==> config.mk <==
export PLATFORM = sky130hd
export DESIGN_NAME = pc_ir_unit
export DESIGN_NICKNAME = d
export VERILOG_FILES = /design/src/rtl/mcpu_pkg.sv /design/src/rtl/opcode_legal_chk.sv /design/src/rtl/pc_ir_unit.sv
export SDC_FILE = /design/constraint.sdc
export NUM_CORES = 1
export LEC_CHECK = 0
export ABC_AREA = 1
export CORE_MARGIN = 5
export CORE_UTILIZATION = 44
export DETAILED_ROUTE_END_ITERATION = 10
export GPL_TIMING_DRIVEN = 0
export PLACE_DENSITY = 0.85
export SLEW_MARGIN = 20
export SYNTH_ARGS = -nofsm -noshare
export SYNTH_HDL_FRONTEND = slang
export SYNTH_SLANG_ARGS = --single-unit
export TNS_END_PERCENT = 1
==> constraint.sdc <==
create_clock -name clk -period 3.1 [get_ports clk]
set_input_delay 0.465 -clock clk [delete_from_list [all_inputs] [get_ports clk]]
set_output_delay 0.465 -clock clk [all_outputs]
set_load 0.02 [all_outputs]
==> src/rtl/mcpu_pkg.sv <==
// Shared definitions for the multicycle CPU: control-word bit positions,
// PC source encodings and the ISA opcode map used by datapath and controller.
package mcpu_pkg;

    localparam int CW_PCWRITECOND = 16;
    localparam int CW_PCWRITE     = 15;
    localparam int CW_IORD        = 14;
    localparam int CW_MEMREAD     = 13;
    localparam int CW_MEMWRITE    = 12;
    localparam int CW_MEMTOREG    = 11;
    localparam int CW_IRWRITE     = 10;
    localparam int CW_PCSOURCE    = 8;   // [9:8]
    localparam int CW_ALUOP       = 5;   // [7:5]
    localparam int CW_ALUSRCB     = 3;   // [4:3]
    localparam int CW_ALUSRCA     = 2;
    localparam int CW_REGWRITE    = 1;
    localparam int CW_REGDST      = 0;
    localparam int CW_W           = 17;

    localparam logic [1:0] PCS_ALU    = 2'b00;
    localparam logic [1:0] PCS_ALUOUT = 2'b01;
    localparam logic [1:0] PCS_JUMP   = 2'b10;

    localparam logic [5:0] OP_NOOP = 6'd0;
    localparam logic [5:0] OP_MOV  = 6'd1;
    localparam logic [5:0] OP_NOT  = 6'd2;
    localparam logic [5:0] OP_ADD  = 6'd3;
    localparam logic [5:0] OP_SUB  = 6'd4;
    localparam logic [5:0] OP_OR   = 6'd5;
    localparam logic [5:0] OP_AND  = 6'd6;
    localparam logic [5:0] OP_XOR  = 6'd7;
    localparam logic [5:0] OP_SLT  = 6'd8;
    localparam logic [5:0] OP_J    = 6'd9;
    localparam logic [5:0] OP_BNE  = 6'd10;
    localparam logic [5:0] OP_ADDI = 6'd11;
    localparam logic [5:0] OP_SUBI = 6'd12;
    localparam logic [5:0] OP_ORI  = 6'd13;
    localparam logic [5:0] OP_ANDI = 6'd14;
    localparam logic [5:0] OP_XORI = 6'd15;
    localparam logic [5:0] OP_SLTI = 6'd16;
    localparam logic [5:0] OP_LI   = 6'd17;
    localparam logic [5:0] OP_LWI  = 6'd18;
    localparam logic [5:0] OP_SWI  = 6'd19;

endpackage

==> src/rtl/opcode_legal_chk.sv <==
// Flags whether a 6-bit opcode belongs to the ISA.
module opcode_legal_chk
    import mcpu_pkg::*;
(
    input  logic [5:0] op,
    output logic       legal
);

    always_comb begin
        legal = 1'b0;
        case (op)
            OP_NOOP, OP_MOV, OP_NOT, OP_ADD, OP_SUB, OP_OR, OP_AND, OP_XOR,
            OP_SLT, OP_J, OP_BNE, OP_ADDI, OP_SUBI, OP_ORI, OP_ANDI, OP_XORI,
            OP_SLTI, OP_LI, OP_LWI, OP_SWI: legal = 1'b1;
            default:                        legal = 1'b0;
        endcase
    end

endmodule

==> src/rtl/pc_ir_unit.sv <==
// Fetch-side datapath slice: PC, IR, MDR, ALUOut, memory address mux,
// illegal-opcode sticky flag and fetched-instruction counter.
module pc_ir_unit
    import mcpu_pkg::*;
#(
    parameter int                DATA_W   = 32,
    parameter logic [DATA_W-1:0] PC_RESET = '0,
    parameter int                CNT_W    = 32
) (
    input  logic              clk,
    input  logic              reset,
    input  logic [CW_W-1:0]   ctrl_word,
    input  logic [DATA_W-1:0] alu_result,
    input  logic              alu_zero,
    input  logic [DATA_W-1:0] mem_rdata,
    output logic [5:0]        opcode,
    output logic [DATA_W-1:0] ir,
    output logic [DATA_W-1:0] imm_se,
    output logic [DATA_W-1:0] imm_ze,
    output logic [DATA_W-1:0] pc,
    output logic [DATA_W-1:0] mem_addr,
    output logic              mem_rd,
    output logic              mem_wr,
    output logic [DATA_W-1:0] mdr,
    output logic [DATA_W-1:0] alu_out,
    output logic              illegal_op,
    output logic [CNT_W-1:0]  instr_count
);

    logic [DATA_W-1:0] pc_q, pc_d, ir_q, ir_d, mdr_q, mdr_d, alu_out_q, alu_out_d;
    logic              illegal_op_q, illegal_op_d;
    logic [CNT_W-1:0]  instr_count_q, instr_count_d;

    logic       ir_write, pc_we, fetch_legal;
    logic [1:0] pc_source;

    // Fields consumed elsewhere in the datapath, not by this slice.
    logic unused_ctrl;
    assign unused_ctrl = ^{ctrl_word[CW_MEMTOREG], ctrl_word[CW_ALUOP+:3],
                           ctrl_word[CW_ALUSRCB+:2], ctrl_word[CW_ALUSRCA],
                           ctrl_word[CW_REGWRITE], ctrl_word[CW_REGDST]};

    assign ir_write  = ctrl_word[CW_IRWRITE];
    assign pc_source = ctrl_word[CW_PCSOURCE+:2];
    assign pc_we     = ctrl_word[CW_PCWRITE] | (ctrl_word[CW_PCWRITECOND] & ~alu_zero);

    opcode_legal_chk u_legal (
        .op    (mem_rdata[DATA_W-1:DATA_W-6]),
        .legal (fetch_legal)
    );

    always_comb begin
        pc_d          = pc_q;
        ir_d          = ir_q;
        instr_count_d = instr_count_q;
        illegal_op_d  = illegal_op_q;
        mdr_d         = mem_rdata;
        alu_out_d     = alu_result;
        if (pc_we) begin
            case (pc_source)
                PCS_ALU:    pc_d = alu_result;
                PCS_ALUOUT: pc_d = alu_out_q;
                PCS_JUMP:   pc_d = {pc_q[DATA_W-1:26], ir_q[25:0]};
                default:    pc_d = pc_q;   // reserved encoding: hold
            endcase
        end
        if (ir_write) begin
            ir_d          = mem_rdata;
            instr_count_d = instr_count_q + CNT_W'(1);
            if (!fetch_legal) illegal_op_d = 1'b1;
        end
    end

    always_ff @(posedge clk) begin
        if (reset) begin
            pc_q          <= PC_RESET;
            ir_q          <= '0;
            mdr_q         <= '0;
            alu_out_q     <= '0;
            illegal_op_q  <= 1'b0;
            instr_count_q <= '0;
        end else begin
            pc_q          <= pc_d;
            ir_q          <= ir_d;
            mdr_q         <= mdr_d;
            alu_out_q     <= alu_out_d;
            illegal_op_q  <= illegal_op_d;
            instr_count_q <= instr_count_d;
        end
    end

    assign pc          = pc_q;
    assign ir          = ir_q;
    assign mdr         = mdr_q;
    assign alu_out     = alu_out_q;
    assign illegal_op  = illegal_op_q;
    assign instr_count = instr_count_q;
    assign opcode      = ir_q[DATA_W-1:DATA_W-6];
    assign imm_se      = {{(DATA_W-16){ir_q[15]}}, ir_q[15:0]};
    assign imm_ze      = {{(DATA_W-16){1'b0}}, ir_q[15:0]};
    assign mem_addr    = ctrl_word[CW_IORD] ? alu_out_q : pc_q;
    assign mem_rd      = ~reset & ctrl_word[CW_MEMREAD];
    assign mem_wr      = ~reset & ctrl_word[CW_MEMWRITE];

endmodule
[Word level (Yosys, flattened, before mapping)]
Memory sizes are Yosys's and may differ from the RTL's.
Cells that the tools add are included.
Word-level totals
  register bits: 161
  input bits: 84
  logic and storage cells: 28
  output and inout bits: 265
  ROM bits: 32
  memories: 1
Memories
  (no name shown): words 32, bits a word 1, rd ports 1, clocked after Yosys merged registers in 0, wr ports 0, line opcode_legal_chk.sv:11  | case (op)
Cells by class
  bitwise gates (word level): 8
  add/subtract/negate cells: 1
  equal/unequal tests: 2
  muxes and demuxes: 3
  reductions and logical operators: 6
Operators by type and width (count)
  32-bit one-hot mux with 3 select lines: 1
  32-bit by 1-bit adder with 32-bit output (second input constant): 1
  32-bit two-way mux: 1
  1-bit inverter: 4
  2-bit AND reduction: 2
  1-bit bitwise AND: 3
  3-bit AND reduction: 1
  3-bit nonzero test: 1
  2-bit by 1-bit == test with 1-bit output (second input constant): 1
  2-bit == test (second input constant): 1
  2-bit zero test: 1
  2-bit nonzero test: 1
  1-bit two-way mux: 1
  1-bit OR: 1

[Longest topological paths before layout]
Gate-level depths: netlist of run 1.
  depth in word-level cells: 4
  gate-level depth with buffers: 9
  gate-level depth less buffers: 9

[By module]
Synthesis of run 1 repeated with hierarchy kept, for this count alone.
Unflattened totals
  cells, all modules: 981
  area, all modules: 7201.9 µm²
By module, submodules not included
  pc_ir_unit: times used 1, area an instance 7186.9 µm², seq. area each 3223.1 µm², cells each 977
  opcode_legal_chk: times used 1, area an instance 15.0 µm², seq. area each 0.0 µm², cells each 4

[Least setup slack after synthesis of run 1]
No wires, ideal clock.
  path type: input to output
  start: in ctrl_word[14]
  end: out mem_addr[10]
  setup slack: 1323 ps
  required time: 2635 ps
  arrival time: 1312 ps
  buffers on the path: 2
  stages on the path: 4
  cells stage by stage: buf_2 buf_1 nor2_1 a21oi_1
Between the ends
  longest elaborated chain between the ends: 1
Ends and longest elaborated chain
  start: declaration: line pc_ir_unit.sv:12  | input logic [CW_W-1:0] ctrl_word,
  32-bit two-way mux: line pc_ir_unit.sv:101  | assign mem_addr = ctrl_word[CW_IORD] ? alu_out_q : pc_q;
  end: declaration: line pc_ir_unit.sv:21  | output logic [DATA_W-1:0] mem_addr,
Every way passes these cells.

[Final worst setup path of run 1]
  start: in ctrl_word[14]
  end: out mem_addr[8]
The elaborated chain is that of the path after synthesis.

==> results.md, run 1 <==
- Total grt overflow: 0
- I/O pins: 349
- Type of the worst setup path: in -> out
- Crit end category: output pin
- CTS buffer count: 17
- Max Clk Rate: 0.384 GHz
- CTS tree: built
- Synth warn: 0
- Worst-margin pin slew: 716 ps
- Vias in the first global route: 7788
- Post-synthesis sequential area ratio: 44.4%
- Die height: 138 microns
- Clock Skew: 8.24 ps
- Largest net degree at the start of global routing: 22
- Most common cell after layout, fill and taps aside: clkdlybuf4s50_1
- H-tree depth: 4
- Gr usage total: 27.7%
- Wire per inst: 17.2 microns
- Vias: 7878
- Clock latency on the worst-skew pair: 420 ps
- Drt first-iter violations: 563
- CTS max path bufs: 2
- Total negative setup slack: 0 ps
- Clock sinks: 161
- Status: finished clean
- CP Max Fanout: 10
- WL final: 27400 microns
- Syn-to-layout area delta: 56.8%
- Antenna violations before repair: 1
- Layout cell share with drive strength beyond 1: 10.4%
- Avg Vias per Cell: 4.96
- Cells after Synth: 1002
- EDFF count, synth: 0
- P_leak: 4.77 nW
- Post-CTS setup buffer count: 0
- Final Non-Filler Cells: 1588
- Final Hold Vio Count: 0
- Top post-synthesis cells by area: dfxtp_1 (44%), nand2_1 (7.9%), nor2_1 (7.6%), buf_4 (7.2%), o21ai_0 (7.2%)
- # DRC: 0
- Initial Util: 44.2%
- Chip width: 138 microns
- Slew HR: 52.2%
- Port Buf Inserts: 320
- CTS resizes: 0
- Final slew viol count: 0
- Path category of the worst min-delay check: in -> reg
- Peak supply drop: 0.361 mV
- Placed cells: 1557
- Post-synth top area cell: dfxtp_1
- Row count: 47
- Post-synthesis average cell area: 7.24 sq um
- Max-Cap Viols: 0
- DP HPWL: 21000 microns
- Commonest non-fill, non-tap cells in the layout: clkdlybuf4s50_1 (320), dfxtp_1 (161), nand2_1 (153), nor2_1 (146), inv_1 (123)
- Startpoint types: input pin
- Ys async rst share: 0%
- Post-synth cell types: 36
- Crit path required time: 2630 ps
- Mapped cell area: 7260 sq um
- Core area: 16400 sq um
- Nets@finish: 1445
- First-pass GRT wire length: 42500 microns
- Clock slew at reported path FFs: 60 ps
- Die ar.: 19200 sq um
- Most used flip-flop cell after synthesis: dfxtp_1
- Setup violations, final: 0
- Period minus WS final: 2600 ps
- Placer Congestion: 0.864
- WP data arrival: 2140 ps
- First drt pass iteration count: 5
- RSZ-0062 raised after global routing: false
- Tcrit/Tclk final: 84.0%
- Pwr dens: 496 nW/um^2
- Yosys top cell area share: 44.4%
- ANT nets after route: 0
- Root Driver: clkbuf_16
- # hold bufs at CTS: 0
- Synthesis-stage register bit count: 161
==> synth_stat cells (2+ instances only) <==
cell,number
xor2_1,2
clkbuf_1,31
buf_4,70
nor3_1,5
nor2_4,6
nor2_2,9
a31oi_1,27
nand3_1,24
dfxtp_1,161
inv_1,123
nand2_1,153
nor2_1,146
o21ai_0,104
o21ai_1,2
a21oi_1,81
buf_2,11
nand4_1,8
xnor2_1,2
inv_2,2
buf_1,7
nand3_2,4
ha_1,5
nor2_8,2
nand2_2,5
==> flip-flops by register name, summed over array words and instances, names as in the netlist <==
name and flops:
alu_out 32, illegal_op 1, instr_count 32, ir 32, mdr 32, pc 32
==> cell type report <==
| class | count | area, sq um |
|---|---|---|
| multi-input combinational | 608 | 2870 |
| clock inverter | 10 | 136 |
| antenna | 1 | 2.50 |
| tap | 220 | 275 |
| inverter | 127 | 479 |
| fill | 1342 | 5030 |
| buffer | 121 | 739 |
| timing repair buffer | 320 | 3200 |
| sequential | 161 | 3220 |
| clock buffer | 20 | 447 |
==> power breakdown <==
part	internal [mW]	switching (mW)
clock network	1.28	0.838
registers	2.18	0.0896
logic	0.573	0.679
total	4.03	1.61
==> worst max-delay path, stage by stage <==
cell	delay (ps)
buf_2	230
buf_1	460
nor2_1	90
a21oi_1	240
clkdlybuf4s50_1	660
==> through the flow <==
stage | area, sq um | setup WS (ps) | hold WS, ps | power [mW] | utilization [%]
finish | 11400 | 496 | 373 | 5.64 | 69.3
global route | 11400 | 395 | 366 | 5.85 | 69.3
CTS | 11400 | 449 | 361 | 5.65 | 69.3
detailed placement | 10800 | 452 | 462 | 3.56 | 65.8
global placement | 10800 | 484 | 453 | 3.54 | 65.8
floorplan | 7310 | 1320 | 537 | 2.92 | -
==> logic make-up (layout without fill, tap and decap cells) <==
| family | after synthesis | after routing | share of synthesized area [%] |
|---|---|---|---|
| other | 1 | 17 | 0.0517 |
| buffers and inverters | 248 | 598 | 16.8 |
| AO/OA/AOI/OAI | 216 | 216 | 15.4 |
| adder cells (fa/ha/maj) | 5 | 5 | 0.862 |
| AND/OR/NAND/NOR | 367 | 367 | 22.0 |
| XOR/XNOR | 4 | 4 | 0.483 |
| flip-flops | 161 | 161 | 44.4 |
==> metal layers <==
| layer | track usage, % | wire length (microns) | share of wire (%) |
|---|---|---|---|
| met1 | 31.0 | 10100 | 37 |
| met2 | 49.3 | 13800 | 50 |
| met3 | 7.67 | 2320 | 8.5 |
| met4 | 12.0 | 1180 | 4.3 |
| met5 | 0 | 0 | 0 |
==> worst paths after layout <==
check                 start               to  slack, ps  cells past startpoint
max reg2reg  instr_count[0]  instr_count[26]       1530                      8
max           ctrl_word[14]      mem_addr[8]        500                      5
min reg2reg          pc[30]           pc[30]        470                      2
min           ctrl_word[10]           ir[30]        370                      3
(Power assumes the default switching activity.)
==> inputs of run 2 (changes only) <==
- CORE_UTILIZATION: 44 -> 37
- PLACE_DENSITY: 0.85 -> 0.76
- clock period: 3.1 -> 2.2 ns (I/O delays scaled with it)
==> results.md, run 2 (same netlist as run 1, synthesis figures left out) <==
- Status: finished clean (unchanged)
- Row count: 51 (was 47)
- Core area: 19400 sq um (was 16400 sq um)
- Nets@finish: 1445 (unchanged)
- I/O pins: 349 (unchanged)
- Fill cells: 1793 (was 1342)
- Setup violations, final: 0 (unchanged)
- Final slew viol count: 0 (unchanged)
- Root Driver: clkbuf_16 (unchanged)
- P_leak: 4.82 nW (was 4.77 nW)
- Drt first-iter violations: 478 (was 563)
- Crit path required time: 1870 ps (was 2630 ps)
- Syn-to-layout area delta: 57.9% (was 56.8%)
- Total negative setup slack: 0 ps (unchanged)
- DP HPWL: 21800 microns (was 21000 microns)
- Port Buf Inserts: 320 (unchanged)
- # hold bufs at CTS: 0 (unchanged)
- Commonest non-fill, non-tap cells in the layout: clkdlybuf4s50_1 (318), dfxtp_1 (160), nand2_1 (153), nor2_1 (146), inv_1 (123) (was clkdlybuf4s50_1 (320), dfxtp_1 (161), nand2_1 (153), nor2_1 (146), inv_1 (123))
- Met1 Wirelength: 10900 microns (was 10100 microns)
- Worst-margin pin slew: 831 ps (was 716 ps)
- Die ar.: 22500 sq um (was 19200 sq um)
- Vias in the first global route: 7258 (was 7788)
- Gr usage total: 23.7% (was 27.7%)
- Top layer in use: met4 (unchanged)
- R2r setup slk: 630 ps (was 1530 ps)
- Chip width: 150 microns (was 138 microns)
- Most common cell after layout, fill and taps aside: clkdlybuf4s50_1 (unchanged)
- Clock sinks: 161 (unchanged)
- CTS tree: built (unchanged)
- Placed cells: 1602 (was 1557)
- First drt pass iteration count: 5 (unchanged)
- Layout cell share with drive strength beyond 1: 11.2% (was 10.4%)
- # DRC: 0 (unchanged)
- Crit end category: output pin (unchanged)
- Clock latency on the worst-skew pair: 420 ps (about the same)
- CTS buffer count: 17 (unchanged)
- Initial Util: 37.4% (was 44.2%)
- Avg Vias per Cell: 4.75 (was 4.96)
- Total power: 7.99 mW (was 5.64 mW)
- Peak supply drop: 0.521 mV (was 0.361 mV)
- First-pass GRT wire length: 41100 microns (was 42500 microns)
- CP Max Fanout: 10 (unchanged)
- Setup ws final: 80.7 ps (was 496 ps)
- Footprint of the multi-input gates: 2870 sq um (unchanged)
- ANT nets after route: 0 (unchanged)
- Clock Skew: 10.9 ps (was 8.24 ps)
- Placer Congestion: 0.899 (was 0.864)
- Path category of the worst min-delay check: in -> reg (unchanged)
- Largest net degree at the start of global routing: 22 (unchanged)
- Slew HR: 44.6% (was 52.2%)
- WL final: 28200 microns (was 27400 microns)
- Final Hold Vio Count: 0 (unchanged)
- WP data arrival: 1790 ps (was 2140 ps)
- Antenna violations before repair: 0 (was 1)
- H-tree depth: 4 (unchanged)
- CTS max path bufs: 2 (unchanged)
- Max Clk Rate: 0.472 GHz
- Routed met2 length: 14100 microns (was 13800 microns)
- Flip-flop and latch area: 3220 sq um (about the same)
- Vias: 7765 (was 7878)
- Routed wl met3: 2440 microns (was 2320 microns)
- Max-Cap Viols: 0 (unchanged)
- Die height: 150 microns (was 138 microns)
- Post-CTS setup buffer count: 0 (unchanged)
- Tcrit/Tclk final: 96.3%
- Pwr dens: 697 nW/um^2 (was 496 nW/um^2)
- RSZ-0062 raised after global routing: false (unchanged)
- Worst slack, placed: -200 ps (was 452 ps)
- Final Non-Filler Cells: 1634 (was 1588)
- Period minus WS final: 2120 ps
- Total grt overflow: 0 (unchanged)
- Clock slew at reported path FFs: 70 ps (was 60 ps)
- ANT cells: 0 (was 1)
- Type of the worst setup path: in -> out (unchanged)
- Startpoint types: input pin (unchanged)
- Wire per inst: 17.2 microns (about the same)
## run 2: changes by cell type in the layout (fill, tap and decap cells not counted), moves of 2 or more
| cell | before | now |
|---|---|---|
| buf_2 | 11 | 15 |
| clkinv_4 | 0 | 4 |
| clkdlybuf4s50_1 | 320 | 318 |
| clkbuf_2 | 1 | 3 |
| buf_1 | 7 | 2 |
| dlymetal6s2s_1 | 0 | 2 |
| clkbuf_1 | 33 | 30 |
| inv_6 | 1 | 5 |
| clkinv_2 | 3 | 0 |
## run 2: final cells by class
cell class / instances / share of cell area [%]
flip-flops and latches: 161 / 28.1
repair buffers: 320 / 28.0
multi-input cells: 608 / 25.0
plain buffers: 121 / 6.52
inverters: 127 / 4.18
clock buffers: 17 / 3.71
well taps: 265 / 2.89
clock inverters: 15 / 1.51
## run 2: path summary, 6_finish.rpt
kind	depth (start not counted)	to	startpoint
max	4	mem_addr[20]	ctrl_word[14]
min	3	ir[30]	ctrl_word[10]
max reg2reg	8	instr_count[26]	instr_count[0]
min reg2reg	2	pc[29]	pc[29]
## run 2: critical path, cell delays in order
cell and delay, ps:
buf_2 240, buf_1 440, a21oi_1 180, clkdlybuf4s50_1 590
## run 2: routing by layer
metal	track usage, %	vias up
met5	0	-
met4	7.91	0
met3	5.63	44
met2	42.2	352
met1	28.0	3567
li1	-	3802
## run 2: stage by stage
step	utilization [%]	area, sq um	hold WS, ps
floorplan	-	7310	437
global placement	55.9	10800	452
detailed placement	55.9	10800	454
CTS	59.0	11500	225
global route	59.1	11500	246
finish	59.1	11500	249
## run 2: what timing repair did
action / CTS / global route
resized for setup: 6 / 3
pin swaps: 0 / 0
setup endpoints to repair: 38 / 2
## run 2: report_power, final
part	switching (mW)	internal, mW	leakage (nW)
Clock	1.31	1.71	0.283
Combinational	0.958	0.807	3.20
Sequential	0.130	3.08	1.33
